==> config.mk <==
export PLATFORM = sky130hd
export DESIGN_NAME = mul_wb_queue
export DESIGN_NICKNAME = d
export VERILOG_FILES = /design/src/rtl/mul_wb_queue.sv
export SDC_FILE = /design/constraint.sdc
export NUM_CORES = 1
export LEC_CHECK = 0
export CORE_ASPECT_RATIO = 1.25
export CORE_UTILIZATION = 55
export CTS_CLUSTER_SIZE = 40
export DETAILED_ROUTE_END_ITERATION = 16
export GPL_TIMING_DRIVEN = 0
export PLACE_DENSITY = 0.79
export SLEW_MARGIN = 20
export SYNTH_ARGS = -nofsm -noshare
export SYNTH_HDL_FRONTEND = slang
export SYNTH_SLANG_ARGS = --single-unit
==> constraint.sdc <==
create_clock -name clk -period 11.3 [get_ports clk]
set_input_delay 2.26 -clock clk [delete_from_list [all_inputs] [get_ports clk]]
set_output_delay 2.26 -clock clk [all_outputs]
set_load 0.02 [all_outputs]
==> src/rtl/mul_wb_queue.sv <==
// mul_wb_queue: writeback merge stage behind the pipelined multiplier.
//
// The main in-order pipe owns the single register-file write port whenever
// it writes. Multiplier results arrive with no backpressure: the multiplier
// never waits. A result that cannot be written at once is parked in a small
// circular FIFO and drained on idle pipe cycles. A result that finds the
// FIFO full with no pop that cycle is lost, and the sticky overflow flag is
// set. There is no valid/ready handshake here, only single-cycle valid
// pulses on each source.
//
// Pending destinations raise combinational RAW hazard flags so that decode
// can stall. A pipe write squashes older queued results for the same rd so
// they can never overwrite the younger value.

module mul_wb_queue #(
    parameter int DEPTH = 4
) (
    input  logic        clk,
    input  logic        reset,
    input  logic        mul_valid_i,
    input  logic [4:0]  mul_rd_i,
    input  logic [63:0] mul_res_i,
    input  logic        pipe_wb_en_i,
    input  logic [4:0]  pipe_rd_i,
    input  logic [63:0] pipe_data_i,
    input  logic [4:0]  rs1_addr_i,
    input  logic [4:0]  rs2_addr_i,
    output logic        rf_wr_en_o,
    output logic [4:0]  rf_wr_addr_o,
    output logic [63:0] rf_wr_data_o,
    output logic        rs1_hazard_o,
    output logic        rs2_hazard_o,
    output logic        wbq_full_o,
    output logic        wbq_empty_o,
    output logic        overflow_o
);

    localparam int              PW         = $clog2(DEPTH);
    localparam logic [PW:0]     FULL_COUNT = (PW + 1)'(DEPTH);
    localparam logic [PW:0]     COUNT_ONE  = (PW + 1)'(1);
    localparam logic [PW-1:0]   PTR_ONE    = PW'(1);

    // FIFO storage: one {valid, rd, data} entry per slot
    logic        ent_valid [DEPTH];
    logic [4:0]  ent_rd    [DEPTH];
    logic [63:0] ent_data  [DEPTH];

    logic [PW-1:0] rd_ptr;
    logic [PW-1:0] wr_ptr;
    logic [PW:0]   count;
    logic          overflow_q;

    // Per-cycle decisions
    logic        head_valid;
    logic        queue_empty;
    logic        queue_full;
    logic        mul_live;
    logic        pipe_kills_mul;
    logic        pipe_squash;
    logic        pop;
    logic        bypass;
    logic        push_req;
    logic        push;
    logic        drop;
    logic        sel_en;
    logic [4:0]  sel_addr;
    logic [63:0] sel_data;

    // Hazard match terms
    logic rs1_match;
    logic rs2_match;

    // Write-port arbitration, push/pop and drop decisions for this cycle
    always_comb begin
        head_valid     = ent_valid[rd_ptr];
        queue_empty    = (count == '0);
        queue_full     = (count == FULL_COUNT);
        mul_live       = mul_valid_i && (mul_rd_i != 5'd0);
        pipe_squash    = pipe_wb_en_i && (pipe_rd_i != 5'd0);
        // The pipe instruction is younger: a mul result for the same rd is
        // dead on arrival and is discarded without counting as overflow.
        pipe_kills_mul = pipe_squash && (pipe_rd_i == mul_rd_i);
        // A pop happens on every idle pipe cycle with something queued,
        // whether the head is still live or has been squashed.
        pop            = !pipe_wb_en_i && !queue_empty;
        bypass         = !pipe_wb_en_i && queue_empty && mul_live;
        push_req       = mul_live && !bypass && !pipe_kills_mul;
        push           = push_req && (!queue_full || pop);
        drop           = push_req && !push;

        sel_en   = 1'b0;
        sel_addr = 5'd0;
        sel_data = 64'd0;
        if (pipe_wb_en_i) begin
            sel_en   = 1'b1;
            sel_addr = pipe_rd_i;
            sel_data = pipe_data_i;
        end else if (pop && head_valid) begin
            sel_en   = 1'b1;
            sel_addr = ent_rd[rd_ptr];
            sel_data = ent_data[rd_ptr];
        end else if (bypass) begin
            sel_en   = 1'b1;
            sel_addr = mul_rd_i;
            sel_data = mul_res_i;
        end
    end

    // RAW hazard flags against live queued entries and the incoming result
    always_comb begin
        rs1_match = 1'b0;
        rs2_match = 1'b0;
        for (int i = 0; i < DEPTH; i++) begin
            if (ent_valid[i] && (ent_rd[i] == rs1_addr_i)) begin
                rs1_match = 1'b1;
            end
            if (ent_valid[i] && (ent_rd[i] == rs2_addr_i)) begin
                rs2_match = 1'b1;
            end
        end
        if (mul_valid_i && (mul_rd_i == rs1_addr_i)) begin
            rs1_match = 1'b1;
        end
        if (mul_valid_i && (mul_rd_i == rs2_addr_i)) begin
            rs2_match = 1'b1;
        end
        rs1_hazard_o = (rs1_addr_i != 5'd0) && rs1_match;
        rs2_hazard_o = (rs2_addr_i != 5'd0) && rs2_match;
    end

    // Status flags derived from the stored count
    always_comb begin
        wbq_full_o  = queue_full;
        wbq_empty_o = queue_empty;
        overflow_o  = overflow_q;
    end

    // Entry storage: squash on pipe writes, retire on pop, fill on push
    always_ff @(posedge clk) begin
        if (reset) begin
            for (int i = 0; i < DEPTH; i++) begin
                ent_valid[i] <= 1'b0;
                ent_rd[i]    <= 5'd0;
                ent_data[i]  <= 64'd0;
            end
        end else begin
            for (int i = 0; i < DEPTH; i++) begin
                if (pipe_squash && (ent_rd[i] == pipe_rd_i)) begin
                    ent_valid[i] <= 1'b0;
                end
            end
            // Clearing on pop keeps stale slots out of the hazard match.
            if (pop) begin
                ent_valid[rd_ptr] <= 1'b0;
            end
            // At full, push+pop targets the slot being popped; the push wins.
            if (push) begin
                ent_valid[wr_ptr] <= 1'b1;
                ent_rd[wr_ptr]    <= mul_rd_i;
                ent_data[wr_ptr]  <= mul_res_i;
            end
        end
    end

    // Read/write pointers and occupancy count
    always_ff @(posedge clk) begin
        if (reset) begin
            rd_ptr <= '0;
            wr_ptr <= '0;
            count  <= '0;
        end else begin
            if (pop) begin
                rd_ptr <= rd_ptr + PTR_ONE;
            end
            if (push) begin
                wr_ptr <= wr_ptr + PTR_ONE;
            end
            if (push && !pop) begin
                count <= count + COUNT_ONE;
            end else if (pop && !push) begin
                count <= count - COUNT_ONE;
            end
        end
    end

    // Sticky overflow: set when a result is lost, cleared only by reset
    always_ff @(posedge clk) begin
        if (reset) begin
            overflow_q <= 1'b0;
        end else if (drop) begin
            overflow_q <= 1'b1;
        end
    end

    // Registered register-file write port
    always_ff @(posedge clk) begin
        if (reset) begin
            rf_wr_en_o   <= 1'b0;
            rf_wr_addr_o <= 5'd0;
            rf_wr_data_o <= 64'd0;
        end else begin
            rf_wr_en_o   <= sel_en;
            rf_wr_addr_o <= sel_addr;
            rf_wr_data_o <= sel_data;
        end
    end

endmodule

Word-level counts from Yosys, hierarchy flattened --
Memory sizes are Yosys's and may differ from the RTL's. A register that Yosys moved wholly into a read port is not among the register bits. Index checks and enable logic that the tools add are counted.
Storage, ports and cells: bits in registers 78, memory bits (writable) 280, output and inout port bits 75, word-level logic and storage cells 140, memories kept 3
Cells by class: add/subtract/negate cells 4, equality and inequality tests 16, mux-type cells 60, bitwise operators 4, reduce and logical (&&, ||, !) cells 46
Memories:
- ent_data | words 4, bits a word 64, rd ports 1, clocked after Yosys merged registers in 1, write ports 4, line 46 | logic [63:0] ent_data [DEPTH];
- ent_rd | words 4, bits a word 5, rd ports 5, clocked after Yosys merged registers in 1, write ports 4, line 45 | logic [4:0] ent_rd [DEPTH];
- ent_valid | words 4, bits a word 1, rd ports 5, clocked after Yosys merged registers in 1, write ports 5, line 44 | logic ent_valid [DEPTH];
Operator list (count):
- $mux W64 | 4
- $eq A5 B5 Y1 | 15
- $reduce_or A64 Y1 | 1
- $mux W1 | 41
- $logic_and A1 B1 Y1 | 29
- $mux W5 | 4
- $reduce_bool A5 Y1 | 4
- $mux W2 | 9
- $logic_not A1 Y1 | 7
- $mux W3 | 2
- $reduce_or A5 Y1 | 1
- $add A2 B1 Y2 const B | 2
- $or A1 B1 Y1 | 4
- $add A3 B1 Y3 const B | 1
- $eq A3 B3 Y1 const B | 1
- $logic_not A3 Y1 | 1
- $sub A3 B1 Y3 const B | 1
- $reduce_bool A2 Y1 | 1
- $logic_or A1 B1 Y1 | 1
- $reduce_or A1 Y1 | 1

Longest topological paths before layout --
Gate-level depths: netlist of the first run.
word-level depth 12, gate-level depth with buffers 12, mapped depth without buffers 10

Least setup slack after synthesis of the first run --
OpenSTA, ideal clock, no wires.
path kind input -> register, start input port pipe_rd_i[0], end memory ent_data[1][0], enable pin, arrival 8.245 ns, data required time 10.709 ns, setup slack 2.464 ns, stages 7, buffers on the path 2, cell sequence buf_2 -> nor4_1 -> a21boi_1 -> a31oi_4 -> buf_2 -> nand2_1 -> o21ai_0
RTL lines:
- start: declaration | line 24 | input logic [4:0] pipe_rd_i,
- end: declaration | line 46

Final worst setup path of the first run --
start input port mul_rd_i[2], end output port rs2_hazard_o
Between the ends: cells in the longest elaborated chain, start to end 4
RTL lines:
- start: declaration | line 21 | input logic [4:0] mul_rd_i,
- $eq A5 B5 Y1 | line 124 | if (mul_valid_i && (mul_rd_i == rs2_addr_i)) begin
- $logic_and A1 B1 Y1 | line 124
- $mux W1 | line 124
- $logic_and A1 B1 Y1 | line 128 | rs2_hazard_o = (rs2_addr_i != 5'd0) && rs2_match;
- end: declaration | line 32 | output logic rs2_hazard_o,
No other way between the ends.

==> flow_metrics.tcl, run 1 <==
set metrics [dict create \
    grt_pass1_vias 11800 \
    holdBufCountCts 0 \
    dpl_cell_area_um2 19400 \
    clockRootBuffer "clkbuf_16" \
    instances_no_fill 1899 \
    hold_violations 0 \
    synth_seq_cells 360 \
    num_io_pins 227 \
    dp_hpwl_um 29100 \
    antenna_found_initial 6 \
    first_iter_violations 962 \
    synth_cell_types 44 \
    place.gp.congestion 0.937 \
    die_y_um 196 \
    worst-r2r-cell-count 11 \
    slew_violations 0 \
    drcViolationCount 0 \
    outcome "completed" \
    first_pass_iters 7 \
    dp.cells 1830 \
    post-route-period-util_pct 60.5 \
    grt.total_usage_pct 28.9 \
    synth.top_cell.area_share_pct 50.0 \
    crit_start "mul_rd_i[2]" \
    syn_avg_cell_area_um2 13.6 \
    wl_um 43400 \
    cp.arrival_ps 4580 \
    core_um2 29400 \
    synth-xor-area-share_pct 4.22 \
    synth_compound_gate_area_share_pct 4.82 \
    worst_pin_slew_ps 944 \
    grt_max_degree 43 \
    max_cap_viol_count 0 \
    ant_nets 0 \
    hold_class "register to register" \
    cp_cell_sequence "clkdlybuf4s50_1 -> clkbuf_1 -> xor2_1 -> nor4_1 -> nand3_1 -> nand3_1 -> o22a_1 -> clkdlybuf4s50_1" \
    io_buffers 205 \
    cts_inserted_buffers 36 \
    cp.required_ps 9040 \
    synth_top_family_by_area "simple AND/OR/NAND/NOR gates" \
    cp-end-kind "output pin" \
    start_kind "input pin" \
    critical_path_class "input pin to output pin" \
    cts_tree "yes" \
    vias 11300 \
    grt_overflow 0 \
    max_freq_mhz 146 \
    final_cell_mix "276 x edfxtp_1, 209 x and2_1, 205 x clkdlybuf4s50_1" \
    skew_ps 23.6 \
    routedWlPerCell_um 22.8 \
    drive_gt1_share_pct 11.8 \
    syn_nets 1380 \
    min_from "overflow_o$_SDFFE_PP0P_" \
    die-area_um2 30900 \
    synthFlopType "edfxtp_1" \
    fin_crit_ps 6840 \
    whs_path_depth 2 \
    synthAdderAreaFrac_pct 0.799 \
    p_leak_uw 0.00767 \
    numClockSinks 360 \
    rows 70 \
    ir_worst_vdd_v 0.000134 \
    power.density_nw_per_um2 190 \
    yosysSeqAreaShare_pct 60.1 \
    async_flop_share_pct 0 \
    nets 1634 \
    final_common_cell "edfxtp_1" \
    cp_slowest_cell "clkdlybuf4s50_1" \
    rsz0062_at_grt "false" \
    die_w_um 157 \
    synth.area.mux_share_pct 9.56 \
    synthToLayoutAreaGrowth_pct 24.6 \
    synth_area_leaders "edfxtp_1 50%, dfxtp_1 10%, mux4_2 9.5%" \
    crit_fanout 10 \
    slew_headroom_pct 37.0 \
    fin_util_pct 70.3 \
    cts.path.max_buffers 3 \
    postSynthCellCount 1218 \
    yosysWarningCount 0 \
    syn_area_um2 16600 \
    regToRegStartpoint "count[2]$_SDFFE_PP0P_" \
    grt_pass1_wl_um 66800 \
    setup-violations-final 0 \
    synthSimpleGateAreaFrac_pct 17.3 \
    post_cts_buffers 0 \
    slowest_delay_ps 590 \
    start_util_pct 56.4 \
    fin_area_um2 20700 \
    synth_edf_count 276 \
    clk_latency_ps 530 \
    cts_resized 0 \
    yosys.area.top_type "edfxtp_1" \
    clk_pin_slew_worst_paths_ps 50 \
    routed_via_density 5.97 \
    htree_levels 2 \
]
## synth_stat cells (all sizes together), types with 14 or more instances
library cell and n:
and2 209, clkbuf 79, xnor2 20, nand3 14, edfxtp 276, buf 34
xor2 60, dfxtp 84, and3 69, nor2b 67, mux4 70, a221oi 69
nor3 74
## registers in the layout (all words and copies together), names as in the netlist, named ones only
name / cells
rd_ptr: 2
rf_wr_data_o: 64
rf_wr_addr_o: 5
rf_wr_en_o: 1
ent_valid: 4
overflow_o: 1
wr_ptr: 2
count: 3
ent_rd: 20
ent_data: 256
## power breakdown
group	leakage [µW]	switching [µW]	internal [µW]	total (µW)
sequential	0.00357	75.4	1630	1700
clock	0.000606	497	737	1230
combinational	0.00350	533	453	987
## logic make-up after synthesis
group / count (synthesis)
compound gates: 95
mux: 71
xor+xnor: 80
simple gates: 479
buf+inv: 123
flops: 360
fa+ha+maj: 10
## critical path, delay by kind of cell
kind,cells,cell delay (ps)
XOR/XNOR,1,130
AO/OA/AOI/OAI,1,140
buffers and inverters,3,1570
AND/OR/NAND/NOR,3,470
## final timing paths
check | end | slack, ps
max | rs2_hazard_o | 4460
min | overflow_o$_SDFFE_PP0P_ | 490
max reg2reg | count[2]$_SDFFE_PP0P_ | 7930
min reg2reg | overflow_o$_SDFFE_PP0P_ | 490
## routing by layer
metal	part of all wire, %	global-route usage, %	up-vias
li1	-	-	5052
met1	38	37.2	5650
met2	52	49.0	537
met3	7.3	3.98	103
met4	2.9	11.9	2
met5	0.030	0	-
## final cells by class
cell class | instances | area (µm²)
plain buffers | 113 | 499
diodes | 3 | 7.51
fillers | 2060 | 8750
well taps | 396 | 495
repair buffers | 216 | 2320
clock inverters | 15 | 188
multi-input cells | 735 | 6130
clock buffers | 51 | 1040
inverters | 10 | 37.5
flip-flops and latches | 360 | 9970
## stage by stage
| step | total power [µW] | hold WS (ps) | setup WS (ps) | TNS [ps] |
|---|---|---|---|---|
| 6_report | 3920 | 491 | 4460 | 0 |
| 5_1_grt | 4060 | 526 | 4270 | 0 |
| 4_1_cts | 3940 | 499 | 4470 | 0 |
| 3_5_place_dp | 2710 | 473 | 4480 | 0 |
| 3_3_place_gp | 2670 | 462 | -2490 | -312300 |
| 2_1_floorplan | 2340 | 483 | 2460 | 0 |
Power figures use the tool's default switching activity.
==> run 2, diff against run 1 <==
==> constraint.sdc (replaced) <==
create_clock -name clk -period 7.12 [get_ports clk]
set_input_delay 1.424 -clock clk [delete_from_list [all_inputs] [get_ports clk]]
set_output_delay 1.424 -clock clk [all_outputs]
set_load 0.02 [all_outputs]
==> results of run 2 <==
Same layout as run 1 (identical final DEF). Status: completed.
Among the figures that moved: setup slack after placement 4480 ps -> 1920 ps; setup slack after layout 4460 ps -> 1950 ps; register-to-register setup slack 7930 ps -> 3750 ps; total power 3920 µW -> 6230 µW; worst IR drop on VDD 0.000134 V -> 0.000213 V
==> run 3, diff against run 2 <==
==> constraint.sdc (replaced) <==
create_clock -name clk -period 5.05 [get_ports clk]
set_input_delay 1.01 -clock clk [delete_from_list [all_inputs] [get_ports clk]]
set_output_delay 1.01 -clock clk [all_outputs]
set_load 0.02 [all_outputs]
==> run 3 against run 2 <==
  * Clock power up 35%
  * Largest power group unchanged
  * Largest cell class unchanged
  * Combinational power up 41%
  * Final cell count down 0.26%
  * Critical endpoint unchanged
  * First-iteration DRC count up 4.1%
==> flow_metrics.tcl, run 3 (synthesis gave the netlist of run 1 again) <==
set metrics [dict create \
    p_leak_uw 0.00763 \
    max_cap_viol_count 0 \
    die_w_um 157 \
    crit_fanout 10 \
    fin_setup_tns_ps 0 \
    worst-r2r-cell-count 11 \
    die-area_um2 30900 \
    fin_area_um2 20600 \
    regToRegStartpoint "count[2]$_SDFFE_PP0P_" \
    rows 70 \
    grt.total_usage_pct 28.6 \
    routed_via_density 5.98 \
    post_cts_buffers 0 \
    setup-violations-final 0 \
    nets 1633 \
    ir_worst_vdd_v 0.000257 \
    vias 11300 \
    hold_violations 0 \
    place.gp.congestion 0.947 \
    power.density_nw_per_um2 421 \
    first_pass_iters 5 \
    min_from "overflow_o$_SDFFE_PP0P_" \
    grt_max_degree 41 \
    dp_hpwl_um 29000 \
    reg2reg_to "count[2]$_SDFFE_PP0P_" \
    skew_ps 19.5 \
    hold_class "register to register" \
    start_util_pct 56.4 \
    final_common_cell "edfxtp_1" \
    nFillCells 2091 \
    cts_inserted_buffers 36 \
    post-route-period-util_pct 86.6 \
    ant_nets 0 \
    grt_pass1_vias 11500 \
    cp_slowest_cell "clkdlybuf4s50_1" \
    cp-end-kind "output pin" \
    cp.arrival_ps 3360 \
    grt_pass1_wl_um 65900 \
    cp.required_ps 4040 \
    ff2ff_setup_slack_ps 1780 \
    cts.path.max_buffers 3 \
    num_io_pins 227 \
    whs_path_depth 2 \
    wl_um 43200 \
    holdBufCountCts 0 \
    max_freq_mhz 229 \
    largest_reg_flops 256 \
    power_uw 8660 \
    numClockSinks 360 \
    slew_violations 0 \
    drive_gt1_share_pct 11.3 \
    clk_pin_slew_worst_paths_ps 50 \
    antenna_found_initial 4 \
    io_buffers 205 \
    worst_pin_slew_ps 1050 \
    cts_tree "yes" \
    critical_path_class "input pin to output pin" \
    slew_headroom_pct 30.3 \
    largest_register "ent_data" \
    die_y_um 196 \
    dpl_cell_area_um2 19400 \
    grt_overflow 0 \
    outcome "completed" \
    drcViolationCount 0 \
    start_kind "input pin" \
    synthToLayoutAreaGrowth_pct 24.1 \
    fin_crit_ps 4370 \
    final_cell_mix "276 x edfxtp_1, 209 x and2_1, 205 x clkdlybuf4s50_1" \
    cp_cell_sequence "clkdlybuf4s50_1 -> clkbuf_1 -> xor2_1 -> nor4_1 -> nand3_1 -> nand3_1 -> o22a_1 -> clkdlybuf4s50_1" \
    biggestRegsByFlops "ent_data: 256 flops, rf_wr_data_o: 64 flops, ent_rd: 20 flops" \
    rsz0062_at_grt "false" \
    htree_levels 2 \
    core_um2 29400 \
    routedWlPerCell_um 22.8 \
    cts_resized 0 \
    clockRootBuffer "clkbuf_16" \
    first_iter_violations 1001 \
    clk_latency_ps 520 \
    slowest_delay_ps 600 \
    min_to "overflow_o$_SDFFE_PP0P_" \
]
## run 3: worst max path at each step
stage / startpoint / slack [ps] / end / cells after the start
after global placement: mul_rd_i[2] / -4070 / ent_data[1][29]$_SDFFCE_PN0P_ / 7
after floorplan: pipe_rd_i[0] / -680 / ent_data[1][0]$_SDFFCE_PN0P_ / 7
final: mul_rd_i[2] / 680 / rs2_hazard_o / 8
after global routing: mul_rd_i[2] / 540 / rs2_hazard_o / 8
after detailed placement: mul_rd_i[2] / 340 / count[2]$_SDFFE_PP0P_ / 12
after CTS: mul_rd_i[2] / 690 / rs2_hazard_o / 8
## run 3: layout make-up
| class | count | area, µm² | share of cell area [%] |
|---|---|---|---|
| diodes | 1 | 2.50 | 0.0121 |
| clock buffers | 51 | 987 | 4.79 |
| repair buffers | 215 | 2320 | 11.3 |
| flip-flops and latches | 360 | 9970 | 48.4 |
| multi-input cells | 735 | 6130 | 29.7 |
| plain buffers | 113 | 499 | 2.42 |
| inverters | 10 | 37.5 | 0.182 |
| well taps | 396 | 495 | 2.41 |
| clock inverters | 13 | 160 | 0.778 |
## run 3: layer usage
| layer | wire length (µm) | vias up | GRT usage (%) |
|---|---|---|---|
| li1 | - | 5048 | - |
| met1 | 16500 | 5636 | 36.4 |
| met2 | 22000 | 523 | 48.9 |
| met3 | 3280 | 107 | 4.97 |
| met4 | 1440 | 6 | 10.2 |
| met5 | 34 | - | 0 |
## run 3: stage by stage
stage	setup WS [ps]	std cells	utilization (%)	hold slack, ps
2_1_floorplan	-678	1218	-	483
3_3_place_gp	-4070	1819	65.0	462
3_5_place_dp	337	1829	66.1	474
4_1_cts	686	1893	70.0	487
5_1_grt	539	1893	70.0	511
6_report	678	1894	70.0	484
## run 3: where the power goes
group          internal, µW  switching, µW
sequential             3640            166
combinational          1010           1200
clock                  1530           1120
## run 3: worst max-delay path: cells and delay by family
kind	cells	cell delay [ps]
buffers and inverters	3	1590
and+or+nand+nor	3	480
xor gates and xnor gates	1	140
AOI/OAI and AO/OA	1	140
